<file path="config.mk">
export PLATFORM = sky130hd
export DESIGN_NAME = nary_join_adder
export DESIGN_NICKNAME = d
export VERILOG_FILES = /design/src/rtl/nary_join_adder_pkg.sv /design/src/rtl/nary_join_adder_tree.sv /design/src/rtl/nary_join_adder.sv
export SDC_FILE = /design/constraint.sdc
export NUM_CORES = 1
export LEC_CHECK = 0
export ABC_AREA = 1
export BUFFER_PORTS_ARGS = -buffer_cell sky130_fd_sc_hd__buf_2
export CAP_MARGIN = 10
export CELL_PAD_IN_SITES_DETAIL_PLACEMENT = 0
export CELL_PAD_IN_SITES_GLOBAL_PLACEMENT = 1
export CORE_MARGIN = 8
export CORE_UTILIZATION = 40
export DETAILED_ROUTE_END_ITERATION = 16
export HOLD_SLACK_MARGIN = 0.02
export PLACE_DENSITY = 0.95
export SYNTH_ARGS = -nofsm -noshare
export SYNTH_HDL_FRONTEND = slang
export SYNTH_SLANG_ARGS = --single-unit
</file>
<file path="constraint.sdc">
create_clock -name clk -period 5.6 [get_ports clk]
set_clock_uncertainty 0.15 [all_clocks]
set_input_delay 1.12 -clock clk [delete_from_list [all_inputs] [get_ports clk]]
set_output_delay 1.12 -clock clk [all_outputs]
set_load 0.02 [all_outputs]
</file>
<file path="src/rtl/nary_join_adder_pkg.sv">
// nary_join_adder_pkg
// Shared types, constants and helper functions for the N-way join adder.
//   clog2_min1 : ceil(log2(n)), never less than 1
//   buf_cnt_t  : occupancy count of the 2-entry output buffer
//   SAT_CNT_W  : width of the saturation event counter
//   sat_clamp  : clamps a 64-bit sum to a width-bit signed/unsigned range
package nary_join_adder_pkg;

  localparam int SAT_CNT_W = 16;

  typedef logic [1:0] buf_cnt_t;

  function automatic int clog2_min1(input int n);
    int r;
    r = 0;
    while ((1 << r) < n) r++;
    if (r < 1) r = 1;
    return r;
  endfunction

  // sum is interpreted as two's complement when signed_mode is set,
  // otherwise as an unsigned value.
  function automatic logic [63:0] sat_clamp(input logic [63:0] sum,
                                            input int          width,
                                            input bit          signed_mode);
    logic signed [63:0] s;
    logic signed [63:0] hi;
    logic signed [63:0] lo;
    logic        [63:0] umax;
    s    = signed'(sum);
    hi   = (64'sd1 <<< (width - 1)) - 64'sd1;
    lo   = -(64'sd1 <<< (width - 1));
    umax = (64'd1 << width) - 64'd1;
    if (signed_mode) begin
      if (s > hi) return hi;
      if (s < lo) return lo;
      return sum;
    end
    if (sum > umax) return umax;
    return sum;
  endfunction

endpackage

</file>
<file path="src/rtl/nary_join_adder_tree.sv">
// nary_join_adder_tree
// Combinational adder: extends each of N_IN operands to OWIDTH (sign- or
// zero-extension depending on SIGNED) and sums them exactly.
//   ldata : packed operands, channel i at [i*WIDTH +: WIDTH]
//   sum   : exact OWIDTH-bit sum
module nary_join_adder_tree
  import nary_join_adder_pkg::*;
#(
  parameter int N_IN   = 4,
  parameter int WIDTH  = 10,
  parameter int SIGNED = 1,
  parameter int OWIDTH = WIDTH + clog2_min1(N_IN)
) (
  input  logic [N_IN*WIDTH-1:0] ldata,
  output logic [OWIDTH-1:0]     sum
);

  logic [OWIDTH-1:0] ext [N_IN];

  genvar gi;
  generate
    for (gi = 0; gi < N_IN; gi++) begin : g_ext
      if (SIGNED != 0) begin : g_sext
        assign ext[gi] = {{(OWIDTH-WIDTH){ldata[gi*WIDTH+WIDTH-1]}},
                          ldata[gi*WIDTH +: WIDTH]};
      end else begin : g_zext
        assign ext[gi] = {{(OWIDTH-WIDTH){1'b0}}, ldata[gi*WIDTH +: WIDTH]};
      end
    end
  endgenerate

  always_comb begin
    sum = '0;
    for (int i = 0; i < N_IN; i++) sum = sum + ext[i];
  end

endmodule

</file>
<file path="src/rtl/nary_join_adder.sv">
// nary_join_adder
// Joins N_IN valid/ready operand channels, sums the operands and buffers the
// result in a 2-entry FIFO presented on a single valid/ready output.
// Compile-time option: NARY_JOIN_ADDER_SATURATE_EN clamps each sum to the
// WIDTH-bit range before buffering and counts clamps in sat_cnt.
//   clk     : clock, rising edge
//   rst     : asynchronous active-low reset
//   lvalid  : per-channel operand valid   lready : per-channel operand ready
//   ldata   : packed operands             rvalid/rready/rdata : result channel
//   sat_cnt : number of saturated results (sticky at all-ones)
module nary_join_adder
  import nary_join_adder_pkg::*;
#(
  parameter  int N_IN   = 4,
  parameter  int WIDTH  = 10,
  parameter  int SIGNED = 1,
  localparam int OWIDTH = WIDTH + clog2_min1(N_IN)
) (
  input  logic                 clk,
  input  logic                 rst,
  input  logic [N_IN-1:0]      lvalid,
  output logic [N_IN-1:0]      lready,
  input  logic [N_IN*WIDTH-1:0] ldata,
  output logic                 rvalid,
  input  logic                 rready,
  output logic [OWIDTH-1:0]    rdata,
  output logic [SAT_CNT_W-1:0] sat_cnt
);

  logic [OWIDTH-1:0] sum;
  logic [OWIDTH-1:0] wr_val;
  logic              fire;
  logic              pop;

  nary_join_adder_tree #(
    .N_IN   (N_IN),
    .WIDTH  (WIDTH),
    .SIGNED (SIGNED),
    .OWIDTH (OWIDTH)
  ) u_tree (
    .ldata (ldata),
    .sum   (sum)
  );

`ifdef NARY_JOIN_ADDER_SATURATE_EN
  logic        sign_bit;
  logic [63:0] sum_ext;
  logic [63:0] clamped;
  logic        sat_hit;

  assign sign_bit = (SIGNED != 0) && sum[OWIDTH-1];
  assign sum_ext  = {{(64-OWIDTH){sign_bit}}, sum};
  assign clamped  = sat_clamp(sum_ext, WIDTH, SIGNED != 0);
  assign sat_hit  = (clamped != sum_ext);
  assign wr_val   = clamped[OWIDTH-1:0];
`else
  assign wr_val   = sum;
`endif

  // Output buffer state
  buf_cnt_t          count_reg;
  buf_cnt_t          count_next;
  logic              wr_ptr_reg;
  logic              rd_ptr_reg;
  logic [OWIDTH-1:0] mem [2];

  // rst gates fire so that lready stays low for the whole reset interval.
  // Only registered state feeds fire: no rready -> lready path.
  assign fire   = rst && (&lvalid) && (count_reg != 2'd2);
  assign lready = {N_IN{fire}};
  assign rvalid = (count_reg != 2'd0);
  assign pop    = rvalid && rready;
  assign rdata  = rvalid ? mem[rd_ptr_reg] : '0;

  always_comb begin
    count_next = count_reg;
    case ({fire, pop})
      2'b10:   count_next = count_reg + 2'd1;
      2'b01:   count_next = count_reg - 2'd1;
      default: count_next = count_reg;
    endcase
  end

  always_ff @(posedge clk or negedge rst) begin
    if (!rst) begin
      count_reg  <= '0;
      wr_ptr_reg <= 1'b0;
      rd_ptr_reg <= 1'b0;
    end else begin
      count_reg <= count_next;
      if (fire) wr_ptr_reg <= ~wr_ptr_reg;
      if (pop)  rd_ptr_reg <= ~rd_ptr_reg;
    end
  end

  // Storage needs no reset: rdata is masked while the buffer is empty.
  always_ff @(posedge clk) begin
    if (fire) mem[wr_ptr_reg] <= wr_val;
  end

`ifdef NARY_JOIN_ADDER_SATURATE_EN
  logic [SAT_CNT_W-1:0] sat_cnt_reg;

  always_ff @(posedge clk or negedge rst) begin
    if (!rst) begin
      sat_cnt_reg <= '0;
    end else if (fire && sat_hit && (sat_cnt_reg != '1)) begin
      sat_cnt_reg <= sat_cnt_reg + 1'b1;
    end
  end

  assign sat_cnt = sat_cnt_reg;
`else
  assign sat_cnt = '0;
`endif

endmodule

</file>
==> impl_results.md, run 1 <==
* Post-route setup slack at about 1.6 ns
* Sink Count at 28
* DPL Wire Length at 4.90 mm
* Critical path, cell by cell: buf_2 -> ha_1 -> fa_1 -> nand2_1 -> nand3_1 -> xor2_1 -> fa_1 -> ha_1 -> a21oi_1 -> nor2_1 -> nor2_1 -> nand2_1 -> nand2_1 -> nand2_1
* Site Rows at 29
* Tot Pwr at 1.03 mW
* Mapped Area at 2620 um^2
* DRC viols at 0
* Design area at roughly 3000 um^2
* Multi-input logic area at 1510 um^2
* Slowest cell on the critical path: fa_1
* Inserted Clock Buffers at 3
* Initial antenna violation count at 0
* Final setup vio count at 0
* Clock Pin Slew Worst Setup and Hold Paths at 0.09 ns
* Crit Path Category: in -> reg
* Largest net degree at the start of global routing at 16
* Max_cap viols at 0
* Die extent in x at 96.9 um
* Max FFs per register at 24
* Worst slew margin at 29.2%
* Lkg Pwr at 1.59 nW
* CP delay by family, top: adder cells
* Worst VDD drop at 0.000262 V
* Vias at about 2200
* CTS tree: built
* Slew @ Worst Pin at 1.06 ns
* Post-CTS setup buffers at 0
* Synthesis Warnings at 0
* P per Cell Area at 346 nW/um^2
* Initial drt markers at 79
* TritonRoute pass-1 iters at 4
* Setup TNS Final at 0 ns
* Post-synth cell types at 21
* Critical Path AT at between 3 and 4 ns
* Commonest non-fill, non-tap cells in the layout: nand2_1 (110), buf_2 (63), inv_1 (48)
* Gp weighted congestion at 0.883
* Register bit total from synthesis at 28
* Core area at ~6300 um^2
* Initial core utilization at 41.2%
* First-pass GRT wire length at 9.76 mm
* I/O pin count at 80
* Cts hold-fix bufs at 0
* Clk_lat worst skew at 0.26 ns
* CTS Buffer Depth at 2
* Avg Inst Size Synth at 7.83 um^2
* Most common cell after layout, fill and taps aside: nand2_1
* Die height at between 90 and 100 um
* Final Hold Fails at 0
* Global route overflow at 0
* Antenna viol nets, final at 0
* Area grow syn2layout at 13.3%
* Part of the cycle the worst path needs at 71.2%
* Outcome: completed
* Post-CTS resize count at 0
* RSZ-0062 raised after global routing: no
* Via/cell ratio at 4.58
* Port-buffer cells at between 60 and 70
* Worst Setup Start Kind: input pin
* Critical Path RT at 5.47 ns
* CP peak stage delay at roughly 0.46 ns
* Pre-CTS setup slack at between 1 and 1.5 ns
* Drt wl/cell at 12.0 um
* Clock root buffer: clkbuf_8
* Routed wire length at roughly 5.7 mm
* Post-layout nets at 475
* Placed instance area at 2920 um^2
* Hold slack at 0.381 ns
* CP most frequent cell: nand2_1
* Worst Hold Class: reg -> reg
* Crit path time final at 3.99 ns
* N_diodes at 0
* Worst Path Buf+Inv at 1
* Register area share after synthesis at between 30% and 40%
* Fillers at 638
* Share of cells above drive strength 1 at around 18%
* Sequential cell area at 821 um^2
* Vias in the first global route at 2199
* Max Slew Vio Count at 0
* FMAX at 251 MHz
* Synth Instances at 334
* Area of the die at 9380 um^2
* Htree depth at 1
* Crit path capture type: flip-flop
* CP max FO at 4
* Tot GR Track Use at roughly an eighth
## cell type report
class | instances | area share [%]
Multi-Input combinational cell | 250 | 50.8
Sequential cell | 28 | 27.7
Timing Repair Buffer | 63 | 10.6
Inverter | 48 | 6.08
Tap cell | 77 | 3.25
Clock buffer | 4 | 1.52
## worst register-to-register path, delay by kind of cell (launching register included)
family          cells  cell delay [ns]
flops               1             0.43
simple gates        2             0.85
fa+ha+maj           1             0.35
xor+xnor            1             0.13
compound gates      2             0.22
## metrics by stage
stage                     utilization (%)  instances
after CTS                            46.7        470
after detailed placement             46.0        466
after floorplan                         -        349
final                                46.7        470
after global placement               46.0        466
after global routing                 46.7        470
## power by group
part / total (mW) / switching (mW) / internal (mW)
clock network: 0.109 / 0.0584 / 0.0509
registers: 0.312 / 0.0279 / 0.284
logic: 0.606 / 0.392 / 0.214
## cells in the mapped netlist
cell type	n	area, um^2
xor2_1	10	87.6
inv_1	48	180
or2_2	1	6.26
o21ai_0	1	5.00
nand4_4	1	21.3
dfrtp_1	4	100
conb_1	1	3.75
nand4_1	4	25.0
edfxtp_1	24	721
xnor2_1	4	35.0
nand2_1	110	413
nor2_1	24	90.1
nand3_2	2	20.0
a21oi_2	1	8.76
fa_1	13	260
ha_1	21	263
nand3_1	20	100
buf_4	20	150
a21oi_1	21	105
buf_2	3	15.0
nand2_2	1	6.26
## metal layers
layer	GRT usage, %	vias to the layer above	wire [um]
met3	3.70	4	431
met1	14.4	939	2560
met4	2.60	0	36
met2	19.8	69	2620
met5	0	-	0
li1	-	1141	-
## cells by family (layout without fill, tap and decap cells)
group           after synthesis  count (layout)  share of synthesized area [%]
simple gates                163             163                           26.1
other cells                   1              16                          0.143
compound gates               23              23                           4.54
xor+xnor                     14              14                           4.69
flops                        28              28                           31.4
buf+inv                      71             115                           13.2
fa+ha+maj                    34              34                           20.0
## path summary, 6_finish.rpt
| kind | to | cells past startpoint | slack [ns] | from |
|---|---|---|---|---|
| setup reg to reg | count_reg[1] | 6 | 3.35 | count_reg[0] |
| max in group asynchronous | count_reg[0] | 1 | 4.65 | rst |
| setup / recovery | mem[1][9] | 14 | 1.61 | ldata[0] |
| hold reg to reg | count_reg[1] | 1 | 0.38 | count_reg[1] |
| min in group asynchronous | count_reg[1] | 1 | 0.51 | rst |
| hold / removal | count_reg[1] | 1 | 0.38 | count_reg[1] |
(Power assumes the default switching activity.)
==> run 2: changes to the inputs <==
ABC_AREA = 0   (was 1)
CORE_UTILIZATION = 35   (was 40)
PLACE_DENSITY = 0.87   (was 0.95)
clock period = 3.4 ns   (was 5.6 ns; I/O delays follow)
==> run 2 against run 1 <==
  * The run now ends with negative setup slack left
  * Setup slack got worse by 1.9 ns
  * Synthesized cell count is 35% lower
  * Synthesized area down 9.9%
  * Sequential share of layout area down 3.3 points
  * Utilization up 3.9 points
  * Design area up 13%
  * Combinational power rose by 130%
  * Worst hold slack worse by 0.32 ns
  * Global-route usage is 1.8 points lower
  * Sequential power up 72%
  * Critical endpoint is now mem[1][11]
==> impl_results.md, run 2 <==
* Via/cell ratio at 4.51 (was 4.58)
* Crit path capture type: flip-flop (unchanged)
* CTS tree: built (unchanged)
* Area of the die at 9620 um^2 (was 9380 um^2)
* Die extent in x at 98.1 um (was 96.9 um)
* Mapped Area at 2360 um^2 (was 2620 um^2)
* Commonest non-fill, non-tap cells in the layout: buf_2 (57), buf_4 (37), edfxtp_1 (24) (was nand2_1 (110), buf_2 (63), inv_1 (48))
* Die height at 98.1 um (was 96.9 um)
* First-pass GRT wire length at 8.22 mm (was 9.76 mm)
* N_diodes at 0 (unchanged)
* Site Rows at 30 (was 29)
* Worst Setup Start Kind: input pin (unchanged)
* Register bit total from synthesis at 28 (unchanged)
* Htree depth at 1 (unchanged)
* Clock Pin Slew Worst Setup and Hold Paths at 0.09 ns (about the same)
* Post-synth cell types at 35 (was 21)
* Worst VDD drop at 0.000227 V (was 0.000262 V)
* Most numerous cell in the Yosys netlist: edfxtp_1 (was nand2_1)
* Register area share after synthesis at 34.8% (was 31.4%)
* Synth area leaders: edfxtp_1 (31%), ha_1 (11%), fa_1 (11%), buf_4 (6.4%), xnor2_1 (5.9%) (was edfxtp_1 (28%), nand2_1 (16%), ha_1 (10%), fa_1 (9.9%), inv_1 (6.9%))
* Worst Hold Class: in -> async (was reg -> reg)
* Part of the cycle the worst path needs at 108%
* Clock root buffer: clkbuf_8 (unchanged)
* Crit Path Category: in -> reg (unchanged)
* CP peak stage delay at 0.50 ns (was 0.46 ns)
* Initial drt markers at 57 (was 79)
* Core area at 6640 um^2 (was 6350 um^2)
* Largest net degree at the start of global routing at 16 (unchanged)
* Outcome: complete, but fails checks (was completed)
* Ys async rst share at 14.3% (unchanged)
* Most common cell after layout, fill and taps aside: buf_2 (was nand2_1)
* Slowest cell on the critical path: fa_1 (unchanged)
* Avg Inst Size Synth at 10.8 um^2 (was 7.83 um^2)
* Synthesis Warnings at 0 (unchanged)
* Antenna viol nets, final at 0 (unchanged)
* P per Cell Area at 619 nW/um^2 (was 346 nW/um^2)
* Top FF cell, synth: edfxtp_1 (unchanged)
* Port-buffer cells at 63 (unchanged)
* Global route overflow at 0 (unchanged)
* Tot Pwr at 2.08 mW (was 1.03 mW)
* Routed wire length at 4.94 mm (was 5.65 mm)
* RSZ-0062 raised after global routing: yes (was no)
* Lkg Pwr at 1.54 nW (was 1.59 nW)
* TritonRoute pass-1 iters at 4 (unchanged)
* Area leader, netlist: edfxtp_1 (unchanged)
* Top-area cell type share of the netlist area at 30.6% (was 27.5%)
* Synth top cells by count: edfxtp_1 (24), inv_1 (22), ha_1 (21) (was nand2_1 (110), inv_1 (48), edfxtp_1 (24), nor2_1 (24))
* Synth Instances at 218 (was 334)
* Tot GR Track Use at 10.0% (was 11.8%)
* Max Slew Vio Count at 0 (unchanged)
* Max_cap viols at 0 (unchanged)
* Initial antenna violation count at 0 (unchanged)
* CP max FO at 4 (unchanged)
* Max FFs per register at 24 (unchanged)
* Critical Path RT at 3.26 ns (was 5.47 ns)
* Post-layout nets at 399 (was 475)
* Cts hold-fix bufs at 0 (unchanged)
* Vias at 1791 (was 2153)
* DPL Wire Length at 4.12 mm (was 4.90 mm)
* Slew @ Worst Pin at 0.877 ns (was 1.06 ns)
* DRC viols at 0 (unchanged)
* CP delay by family, top: compound AO/OA/AOI/OAI gates (was adder cells)
* Sink Count at 28 (unchanged)
* Failing checks: negative setup slack
* Crit path time final at 3.68 ns
* FMAX at between 200 and 300 MHz
* I/O pin count at 80 (unchanged)
* Worst slew margin at 41.3% (was 29.2%)
* Drt wl/cell at 12.4 um (was 12.0 um)
* Gp weighted congestion at 0.710 (was 0.883)
* Post-route setup slack at -0.281 ns (was 1.61 ns)
* CTS Buffer Depth at 2 (unchanged)
* Inserted Clock Buffers at 3 (unchanged)
* Share of cells above drive strength 1 at 47.0% (was 18.3%)
* Vias in the first global route at 1923 (was 2199)
* Area grow syn2layout at 42.6% (was 13.3%)
* Post-synth EDFFs at 24 (unchanged)
* Initial core utilization at 35.5% (was 41.2%)
* Critical Path AT at 3.54 ns (was 3.86 ns)
* Critical path, cell by cell: buf_8 -> ha_4 -> a21o_1 -> a2111oi_4 -> buf_4 -> o21bai_1 -> a21oi_1 -> xnor2_1 -> fa_1 -> ha_4 -> and3_4 -> o31ai_2 -> a21oi_1 -> xnor2_1 (was buf_2 -> ha_1 -> fa_1 -> nand2_1 -> nand3_1 -> xor2_1 -> fa_1 -> ha_1 -> a21oi_1 -> nor2_1 -> nor2_1 -> nand2_1 -> nand2_1 -> nand2_1)
* Setup TNS Final at -2.05 ns (was 0 ns)
* Final setup vio count at 12 (was 0)
* Clk_lat worst skew at 0.26 ns (about the same)
* Final Hold Fails at 0 (unchanged)
* Worst Path Buf+Inv at 2 (was 1)
run 2: changes by cell type after synthesis, sizes merged, moves of 4 or more:
cell and delta:
a21oi -7, inv -26, nand2 -105, nand4 -5, nand3 -16, a21o +4, and3 +5, nor2 -6
xnor2 +12, mux2i +12
run 2: kinds of logic (layout without fill, tap and decap cells):
kind of cell / after synthesis / in the layout / share of synthesized area, %
buffers and inverters: 45 / 129 / 10.4
AND/OR/NAND/NOR: 42 / 42 / 8.65
adder cells (fa/ha/maj): 34 / 34 / 22.2
AO/OA/AOI/OAI: 33 / 33 / 10.1
flip-flops: 28 / 28 / 34.8
XOR/XNOR: 23 / 23 / 8.55
multiplexers: 12 / 12 / 5.10
other: 1 / 16 / 0.159
run 2: worst paths after layout:
| path | startpoint | endpoint | slack, ns | cells after the start |
|---|---|---|---|---|
| max | ldata[11] | mem[1][11] | -0.28 | 14 |
| min | rst | count_reg[1] | 0.06 | 1 |
| max reg2reg | count_reg[0] | count_reg[1] | 1.18 | 6 |
| min reg2reg | wr_ptr_reg | wr_ptr_reg | 0.37 | 1 |
| max in group asynchronous | rst | rd_ptr_reg | 2.92 | 1 |
| min in group clk | wr_ptr_reg | wr_ptr_reg | 0.37 | 1 |
run 2: final cells by class:
type	count	area [um^2]
tap	80	100
timing repair buffer	103	668
sequential	28	821
clock buffer	4	45.0
inverter	22	82.6
multi-input combinational	160	1640
fill	591	3280
run 2: routing by layer:
metal | vias up | share of wire [%] | track usage (%)
li1 | 908 | - | -
met1 | 821 | 43 | 11.8
met2 | 60 | 50 | 17.2
met3 | 2 | 7.3 | 2.77
met4 | 0 | 0.43 | 3.00
met5 | - | 0 | 0
run 2: power breakdown:
part           internal, mW  leakage [nW]  switching, mW
Combinational         0.695          1.25          0.675
Clock                0.0836        0.0228         0.0899
Sequential            0.480         0.263         0.0566
Total                  1.26          1.54          0.821
run 2: stage by stage:
step / area (um^2) / setup slack (ns) / cells / utilization [%] / hold WS (ns)
floorplan: 2580 / -0.314 / 233 / - / 0.234
global placement: 3060 / -0.522 / 383 / 46.1 / 0.326
detailed placement: 3060 / -0.619 / 383 / 46.1 / 0.349
CTS: 3260 / -0.292 / 393 / 49.1 / 0.0569
global route: 3360 / -0.367 / 397 / 50.6 / 0.0551
finish: 3360 / -0.281 / 397 / 50.6 / 0.0577
run 2: timing repair:
| item | 4_1_cts | 5_1_grt |
|---|---|---|
| hold endpoints to repair | 0 | 0 |
| pin swaps | 31 | 22 |
| resized for setup | 17 | 14 |
| setup endpoints to repair | 12 | 12 |
| buffers inserted | 8 | 4 |
==> run 3: changes to the inputs <==
CAP_MARGIN = unset   (was 10)
CORE_MARGIN = 4   (was 8)
PLACE_DENSITY = 0.86   (was 0.87)
==> run 3 against run 2 <==
  * The run still ends with negative setup slack left
  * Wire length decreased by 10%
  * Clock power fell by 5%
  * Setup slack improved by 0.079 ns
  * First-iteration DRC count is 37% lower
  * Global-route usage is 1.2 points higher
  * Sequential power about the same
  * Final cell count fell by 2.0%
  * Sequential share of layout area increased by 0.055 points
  * Worst hold slack gained 0.0037 ns
  * Flip-flop and latch count unchanged
  * Die area shrank 16%
  * Largest power group unchanged
==> impl_results.md, run 3 (same netlist as run 2, synthesis figures left out) <==
* Reg2reg start: count_reg[0] (unchanged)
* Routed wire length at 4.43 mm (was 4.94 mm)
* Worst slew margin at 42.7% (was 41.3%)
* Initial antenna violation count at 0 (unchanged)
* Global route overflow at 0 (unchanged)
* Critical Path AT at 3.46 ns (was 3.54 ns)
* Outcome: complete, but fails checks (unchanged)
* P per Cell Area at 600 nW/um^2 (was 619 nW/um^2)
* Worst Setup Start Kind: input pin (unchanged)
* FMAX at 278 MHz (was 272 MHz)
* Drt wl/cell at 11.4 um (was 12.4 um)
* RSZ-0062 raised after global routing: yes (unchanged)
* TritonRoute pass-1 iters at 3 (was 4)
* CTS tree: built (unchanged)
* CP max FO at 4 (unchanged)
* Area grow syn2layout at 42.3% (was 42.6%)
* CP delay by family, top: compound AO/OA/AOI/OAI gates (unchanged)
* Inserted Clock Buffers at 3 (unchanged)
* Fillers at 579 (was 591)
* Site Rows at 29 (was 30)
* Clock Pin Slew Worst Setup and Hold Paths at 0.08 ns (was 0.09 ns)
* Clock root buffer: clkbuf_8 (unchanged)
* Die height at 90.1 um (was 98.1 um)
* I/O pin count at 80 (unchanged)
* Via/cell ratio at 4.57 (was 4.51)
* Max_cap viols at 0 (unchanged)
* Lkg Pwr at 1.52 nW (was 1.54 nW)
* Core area at 6460 um^2 (was 6640 um^2)
* Pre-CTS setup slack at -0.617 ns (was -0.619 ns)
* Part of the cycle the worst path needs at 106% (was 108%)
* Max FFs per register at 24 (unchanged)
* CTS Buffer Depth at 2 (unchanged)
* Tot Pwr at 2.01 mW (was 2.08 mW)
* Crit Path Category: in -> reg (unchanged)
* Commonest non-fill, non-tap cells in the layout: buf_2 (56), buf_4 (30), edfxtp_1 (24) (was buf_2 (57), buf_4 (37), edfxtp_1 (24))
* Initial drt markers at 36 (was 57)
* Sink Count at 28 (unchanged)
* Worst VDD drop at 0.000215 V (was 0.000227 V)
* Multi-input logic area at 1660 um^2 (was 1640 um^2)
* Largest net degree at the start of global routing at 16 (unchanged)
* N_diodes at 0 (unchanged)
* Htree depth at 1 (unchanged)
* Vias at 1777 (was 1791)
* Final Hold Fails at 0 (unchanged)
* Post-route setup slack at -0.203 ns (was -0.281 ns)
* Port-buffer cells at 63 (unchanged)
* DPL Wire Length at 3.82 mm (was 4.12 mm)
* Die extent in x at 90.1 um (was 98.1 um)
* Slowest cell on the critical path: fa_1 (unchanged)
* Gp weighted congestion at 0.857 (was 0.710)
* DRC viols at 0 (unchanged)
* Max Slew Vio Count at 0 (unchanged)
* Most common cell after layout, fill and taps aside: buf_2 (unchanged)
* CP peak stage delay at 0.48 ns (was 0.50 ns)
* Post-layout nets at 394 (was 399)
* Sequential cell area at 821 um^2 (unchanged)
* Worst Path Buf+Inv at 1 (was 2)
* Clk_lat worst skew at 0.26 ns (about the same)
* Critical path, cell by cell: buf_8 -> ha_4 -> a21o_1 -> a2111oi_4 -> o21bai_1 -> a21oi_1 -> xnor2_1 -> fa_1 -> ha_4 -> and3_1 -> o31ai_2 -> a21oi_1 -> xnor2_1 (was buf_8 -> ha_4 -> a21o_1 -> a2111oi_4 -> buf_4 -> o21bai_1 -> a21oi_1 -> xnor2_1 -> fa_1 -> ha_4 -> and3_4 -> o31ai_2 -> a21oi_1 -> xnor2_1)
* Critical Path RT at 3.26 ns (about the same)
* Tot GR Track Use at 11.2% (was 10.0%)
* Final setup vio count at 10 (was 12)
* Crit path capture type: flip-flop (unchanged)
* RR Endpoint: count_reg[1] (unchanged)
* Initial core utilization at 36.5% (was 35.5%)
* Share of cells above drive strength 1 at 46.5% (was 47.0%)
* Vias in the first global route at 1808 (was 1923)
* R2r setup slk at 1.28 ns (was 1.18 ns)
* Slew @ Worst Pin at 0.856 ns (was 0.877 ns)
* Area of the die at 8110 um^2 (was 9620 um^2)
* Antenna viol nets, final at 0 (unchanged)
* Crit path time final at 3.60 ns (was 3.68 ns)
* Reg2Reg Depth at 5 (was 6)
* Failing checks: negative setup slack (unchanged)
* Final core occ at 51.9% (was 50.6%)
* Worst Hold Class: in -> async (unchanged)
* First-pass GRT wire length at 7.68 mm (was 8.22 mm)
-- run 3: worst max path at each step --
stage / from / endpoint / slack (ns) / cells past startpoint
6_report: ldata[11] / mem[0][11] / -0.20 / 13
5_1_grt: ldata[11] / mem[1][11] / -0.37 / 15
4_1_cts: ldata[14] / mem[1][11] / -0.24 / 15
3_5_place_dp: ldata[0] / mem[0][11] / -0.62 / 15
3_3_place_gp: ldata[1] / mem[0][11] / -0.53 / 15
2_1_floorplan: ldata[0] / mem[0][11] / -0.31 / 14
-- run 3: per-stage QoR --
step / setup TNS, ns / hold WS [ns] / cell area (um^2) / cells
after floorplan: -1.78 / 0.234 / 2580 / 233
after global placement: -5.63 / 0.323 / 3040 / 378
after detailed placement: -6.30 / 0.343 / 3040 / 378
after CTS: -1.49 / 0.0568 / 3280 / 386
after global routing: -2.99 / 0.0563 / 3350 / 389
final: -1.56 / 0.0614 / 3350 / 389
-- run 3: worst register-to-register path: cells and delay by family (launching register included) --
family | cells | cell delay [ns]
adder cells (fa/ha/maj) | 1 | 0.35
flip-flops | 1 | 0.43
XOR/XNOR | 1 | 0.12
AND/OR/NAND/NOR | 3 | 0.99
-- run 3: layout make-up --
type / instances / area share, %
clock buffer: 3 / 1.23
inverter: 22 / 2.46
multi-input combinational: 160 / 49.6
tap: 77 / 2.87
sequential: 28 / 24.5
clock inverter: 1 / 0.112
timing repair buffer: 98 / 19.2
-- run 3: repair_timing --
action	in CTS	in global routing
pin swaps	41	15
hold buffers	0	0
gates resized for setup	27	10
endpoints found under the setup margin	12	12
setup buffers	4	3
-- run 3: power breakdown --
group	leakage (nW)	internal, mW	switching (mW)
logic	1.24	0.655	0.657
clock network	0.0231	0.0806	0.0846
registers	0.263	0.481	0.0545
-- run 3: routing by layer --
metal	share of wire, %	GRT usage [%]	wire, um
met4	0.93	3.83	41
met3	5.6	1.09	250
met2	52	20.2	2280
met1	42	13.8	1850
met5	0	0	0
